### src/rtl/visualizador_resta.sv
// rtl/visualizador_resta.sv - signed 4-digit multiplexed 7-segment display stage for the 4-bit restador
//
// Purpose: captures the restador difference/no-borrow flag on a load strobe,
// converts it to a signed decimal value -16..+15 and scans it onto a 4-digit
// multiplexed 7-segment display (units, tens, sign, unused slot).
//
// Ports:
//   clk      in   1  system clock, rising edge
//   rst      in   1  asynchronous active-high reset
//   suma     in   4  restador difference bits
//   cout_co  in   1  restador carry out, 1 = no borrow (result >= 0)
//   load     in   1  capture strobe for suma/cout_co
//   an       out  4  digit enables (an[0]=units, an[1]=tens, an[2]=sign, an[3]=unused)
//   seg      out  7  segments {g,f,e,d,c,b,a}
//   dp       out  1  decimal point, always off
module visualizador_resta #(
  parameter int REFRESH_DIV    = 50000,
  parameter bit SEG_ACTIVE_LOW = 1'b1
) (
  input  logic       clk,
  input  logic       rst,
  input  logic [3:0] suma,
  input  logic       cout_co,
  input  logic       load,
  output logic [3:0] an,
  output logic [6:0] seg,
  output logic       dp
);

  localparam int PW = (REFRESH_DIV > 2) ? $clog2(REFRESH_DIV) : 1;
  localparam logic [PW-1:0] PRESC_LAST = PW'(REFRESH_DIV - 1);

  localparam logic [6:0] GLYPH_MINUS = 7'b1000000;
  localparam logic [6:0] GLYPH_BLANK = 7'b0000000;

  logic [3:0]    val_q, val_d;
  logic          neg_q, neg_d;
  logic [PW-1:0] presc_q, presc_d;
  logic [1:0]    idx_q, idx_d;
  // an/seg registers hold the active-high pattern; polarity is applied at the pins
  logic [3:0]    an_q, an_d;
  logic [6:0]    seg_q, seg_d;

  logic          tick;
  logic [4:0]    mag;
  logic [4:0]    mag_minus_ten;
  logic          tens_one;
  logic [3:0]    units;
  logic [1:0]    idx_next;

  function automatic logic [6:0] glyph(input logic [3:0] digit);
    logic [6:0] g;
    case (digit)
      4'd0:    g = 7'b0111111;
      4'd1:    g = 7'b0000110;
      4'd2:    g = 7'b1011011;
      4'd3:    g = 7'b1001111;
      4'd4:    g = 7'b1100110;
      4'd5:    g = 7'b1101101;
      4'd6:    g = 7'b1111101;
      4'd7:    g = 7'b0000111;
      4'd8:    g = 7'b1111111;
      4'd9:    g = 7'b1101111;
      default: g = 7'b0000000;
    endcase
    return g;
  endfunction

  assign tick = (presc_q == PRESC_LAST);

  // Two's-complement view of {cout_co, suma}: negative results are 16 - suma,
  // so suma=0 with a borrow is -16.
  always_comb begin
    mag           = neg_q ? (5'd16 - {1'b0, val_q}) : {1'b0, val_q};
    tens_one      = (mag >= 5'd10);
    mag_minus_ten = mag - 5'd10;
    units         = tens_one ? mag_minus_ten[3:0] : mag[3:0];
  end

  always_comb begin
    val_d    = val_q;
    neg_d    = neg_q;
    presc_d  = presc_q;
    idx_d    = idx_q;
    an_d     = an_q;
    seg_d    = seg_q;
    idx_next = idx_q + 2'd1;

    if (load) begin
      val_d = suma;
      neg_d = ~cout_co;
    end

    if (tick) begin
      presc_d = '0;
    end else begin
      presc_d = presc_q + 1'b1;
    end

    // Pattern uses the pre-load value, so a load coinciding with a tick shows
    // up from the following slot onward.
    if (tick) begin
      idx_d = idx_next;
      case (idx_next)
        2'd0: begin
          an_d  = 4'b0001;
          seg_d = glyph(units);
        end
        2'd1: begin
          an_d  = 4'b0010;
          seg_d = tens_one ? glyph(4'd1) : GLYPH_BLANK;
        end
        2'd2: begin
          an_d  = 4'b0100;
          seg_d = neg_q ? GLYPH_MINUS : GLYPH_BLANK;
        end
        default: begin
          an_d  = 4'b1000;
          seg_d = GLYPH_BLANK;
        end
      endcase
    end
  end

  always_ff @(posedge clk or posedge rst) begin
    if (rst) begin
      val_q   <= '0;
      neg_q   <= 1'b0;
      presc_q <= '0;
      idx_q   <= '0;
      an_q    <= '0;
      seg_q   <= '0;
    end else begin
      val_q   <= val_d;
      neg_q   <= neg_d;
      presc_q <= presc_d;
      idx_q   <= idx_d;
      an_q    <= an_d;
      seg_q   <= seg_d;
    end
  end

  assign an  = an_q  ^ {4{SEG_ACTIVE_LOW}};
  assign seg = seg_q ^ {7{SEG_ACTIVE_LOW}};
  assign dp  = SEG_ACTIVE_LOW;

endmodule

### config.mk
export PLATFORM = sky130hd
export DESIGN_NAME = visualizador_resta
export DESIGN_NICKNAME = d
export VERILOG_FILES = /design/src/rtl/visualizador_resta.sv
export SDC_FILE = /design/constraint.sdc
export NUM_CORES = 1
export LEC_CHECK = 0
export ABC_CLOCK_PERIOD_IN_PS = 7900
export BUFFER_PORTS_ARGS = -buffer_cell sky130_fd_sc_hd__buf_4
export CAP_MARGIN = 20
export CELL_PAD_IN_SITES_DETAIL_PLACEMENT = 0
export CELL_PAD_IN_SITES_GLOBAL_PLACEMENT = 1
export CORE_UTILIZATION = 25
export CTS_CLUSTER_DIAMETER = 30
export DETAILED_ROUTE_END_ITERATION = 7
export PLACE_DENSITY = 0.58
export SLEW_MARGIN = 20
export SYNTH_ARGS = -nofsm -noshare
export SYNTH_HDL_FRONTEND = slang
export SYNTH_SLANG_ARGS = --single-unit
### constraint.sdc
create_clock -name clk -period 7.9 [get_ports clk]
set_clock_uncertainty 0.1 [all_clocks]
set_input_delay 0.79 -clock clk [delete_from_list [all_inputs] [get_ports clk]]
set_output_delay 0.79 -clock clk [all_outputs]
set_load 0.01 [all_outputs]
==> results.json <==
{
  "antenna_found_initial": 0,
  "maxSlewViolCount": 0,
  "ys_seq_elements": 34,
  "yosysTopAreaCellShare": 0.448,
  "wl_met2_um": 1660,
  "start_util": 0.260,
  "netlist_area_mm2": 0.00190,
  "fmax_mhz": 338,
  "slew_headroom": 0.630,
  "clk_latency_ns": 0.28,
  "cpPeakStageDelay_ns": 0.47,
  "synth_area_per_cell_um2": 10.2,
  "place.gp.congestion": 0.754,
  "avgRoutedWirePerCell_um": 11.8,
  "syn_nets": 207,
  "outcome": "finished clean",
  "grt_overflow": 0,
  "diodes": 0,
  "p_leak_nw": 1.02,
  "finalSetupViolations": 0,
  "cts_tree": "done",
  "vias": 1313,
  "fin_crit_sh": 0.374,
  "cts_root_buf": "clkbuf_8",
  "fin_ws_ns": 4.95,
  "wl_met1_um": 1780,
  "synth.largest_area_cell": "dfrtp_1",
  "synth_xor_area_frac": 0.0870,
  "crit_buf_inv": 1,
  "hpwl_um": 2640,
  "grt_max_degree": 35,
  "wl_met3_um": 142,
  "core_area_mm2": 0.00729,
  "grt.total_usage": 0.102,
  "grt_pass1_vias": 1292,
  "clkTransAtPathRegs_ns": 0.07,
  "layout-drive-gt1-share": 0.189,
  "ctsResizeCount": 0,
  "rsz0062_at_grt": "false",
  "synth_compound_area_frac": 0.0995,
  "cts_buffers": 5,
  "cts_setup_buffers": 0,
  "io_buffers": 18,
  "cts_sinks": 34,
  "hp-class": "flip-flop to flip-flop",
  "finalNetCount": 228,
  "whs_ns": 0.348,
  "critPathLaunchType": "flip-flop",
  "synth_edf_count": 0,
  "io_pins": 20,
  "finalSetupTns_ns": 0,
  "post-place-ws_ns": 4.96,
  "antenna_left": 0,
  "ys_async_sr_fraction": 1.00,
  "yosys_warnings": 0,
  "crit_fanout": 5,
  "vias_per_cell": 4.30,
  "routed_wl_um": 3600,
  "crit_chain": "inv_1 -> ha_1 -> mux2i_1 -> ha_1 -> o211a_1 -> o32a_2 -> xor2_1 -> ha_1 -> and3_1 -> o32ai_2",
  "arrival_ns": 3.05,
  "synth_top_family_by_area": "simple AND/OR/NAND/NOR gates",
  "synth_area_leaders": "dfrtp_1 45%, ha_1 8.6%, nand2_1 4.4%",
  "hold_violations": 0,
  "drt_drc_violations_left": 0,
  "cp_slowest_cell": "dfrtp_1",
  "synthAdderAreaFrac": 0.0857,
  "worstMarginPinSlew_ns": 0.540,
  "yosysSeqAreaShare": 0.448,
  "dr.first_iter.drc_count": 58,
  "routed.top_layer": "met4",
  "synthSimpleGateAreaFrac": 0.184,
  "synthFlopType": "dfrtp_1",
  "synth_cell_type_count": 43,
  "die_w_um": 89.1,
  "synthCells": 186,
  "design.die.area_mm2": 0.00795,
  "crit_family": "adder cells",
  "rows": 31,
  "synth.area.mux_share": 0.0402,
  "cts_hold_buf": 0,
  "ir_worst_vdd_mv": 0.0580,
  "cp.required_ns": 7.99,
  "h-tree-depth": 2,
  "syn_to_final_growth_pct": 16.8,
  "die_h_um": 89.1,
  "cts_buffer_depth": 2,
  "fin_crit_ns": 2.95,
  "path_class": "flip-flop to flip-flop",
  "p_per_area_mw_per_mm2": 173,
  "dr.pass1.iters": 4,
  "critPathCaptureType": "flip-flop",
  "drv_cap": 0,
  "crit_top_cell": "ha_1",
  "grt_pass1_wl_um": 6130
}
state kept, by name, indices dropped and copies added (netlist names):
register	cells
an_q	4
val_q	4
presc_q	16
seg_q	7
idx_q	2
neg_q	1
synth_stat cells, types with 2 or more instances:
library cell	count
a21oi_1	2
nand4_1	2
o22ai_1	2
and3_1	6
nor3_1	2
xnor2_1	8
buf_4	2
nand3_1	5
ha_1	13
and2_1	2
nor2b_1	2
inv_1	17
a2bb2oi_1	2
nand2b_1	3
mux2i_1	4
nand2_1	22
clkbuf_1	3
dfrtp_1	34
o221ai_1	2
mux2_2	2
nor2_1	13
xor2_1	9
o21ai_0	9
area by class of cell:
class	count	area, µm²
clock buffer	6	82.6
fill	805	5070
inverter	17	63.8
multi-input combinational	129	946
sequential	34	851
tap	99	124
timing repair buffer	20	150
metal layers:
metal  global-route usage  vias to the layer above
met5                    0                        -
met4               0.0303                        0
met3               0.0397                        2
met2                0.159                       19
met1                0.131                      633
li1                     -                      659
cell families after synthesis:
family          Yosys count
buf+inv                  23
fa+ha+maj                13
simple gates             66
compound gates           24
flops                    34
mux                       7
xor+xnor                 18
other cells               1
layout by cell type, fill, tap and decap left out, types with 2 or more instances in the layout:
master      n
xor2_1      9
and3_1      6
mux2i_1     4
nor3_1      2
xnor2_1     8
buf_4      20
nor2b_1     2
o22ai_1     2
mux2_2      2
o21ai_0     9
o221ai_1    2
inv_1      17
clkbuf_8    6
nor2_1     13
dfrtp_1    34
nand2_1    22
ha_1       13
nand2b_1    3
nand4_1     2
a2bb2oi_1   2
a21oi_1     2
nand3_1     5
and2_1      2
per-stage QoR:
step           utilization  area [µm²]  power (W)  cells
6_report             0.304        2220   0.000384    305
5_1_grt              0.304        2220   0.000407    305
4_1_cts              0.304        2220   0.000391    305
3_5_place_dp         0.293        2130   0.000260    299
3_3_place_gp         0.293        2130   0.000261    299
2_1_floorplan            -        1900   0.000246    186
power by group:
group          switching [W]  internal (W)  leakage [nW]
Sequential        0.00000520      0.000176         0.450
Clock              0.0000605     0.0000672        0.0431
Combinational      0.0000391     0.0000355         0.523
Total               0.000105      0.000279          1.02
path summary, 6_finish.rpt:
check	start	endpoint	slack [ns]	cells after the start
setup / recovery	val_q[0]$_DFFE_PP0P_	seg_q[3]$_DFFE_PP0N_	4.95	10
hold / removal	presc_q[0]$_DFF_PP0_	presc_q[0]$_DFF_PP0_	0.35	1
setup reg to reg	val_q[0]$_DFFE_PP0P_	seg_q[3]$_DFFE_PP0N_	4.95	10
hold reg to reg	presc_q[0]$_DFF_PP0_	presc_q[0]$_DFF_PP0_	0.35	1
max in group asynchronous	rst	presc_q[13]$_DFF_PP0_	6.90	3
min in group asynchronous	rst	presc_q[3]$_DFF_PP0_	0.50	3
(Power assumes the default switching activity.)
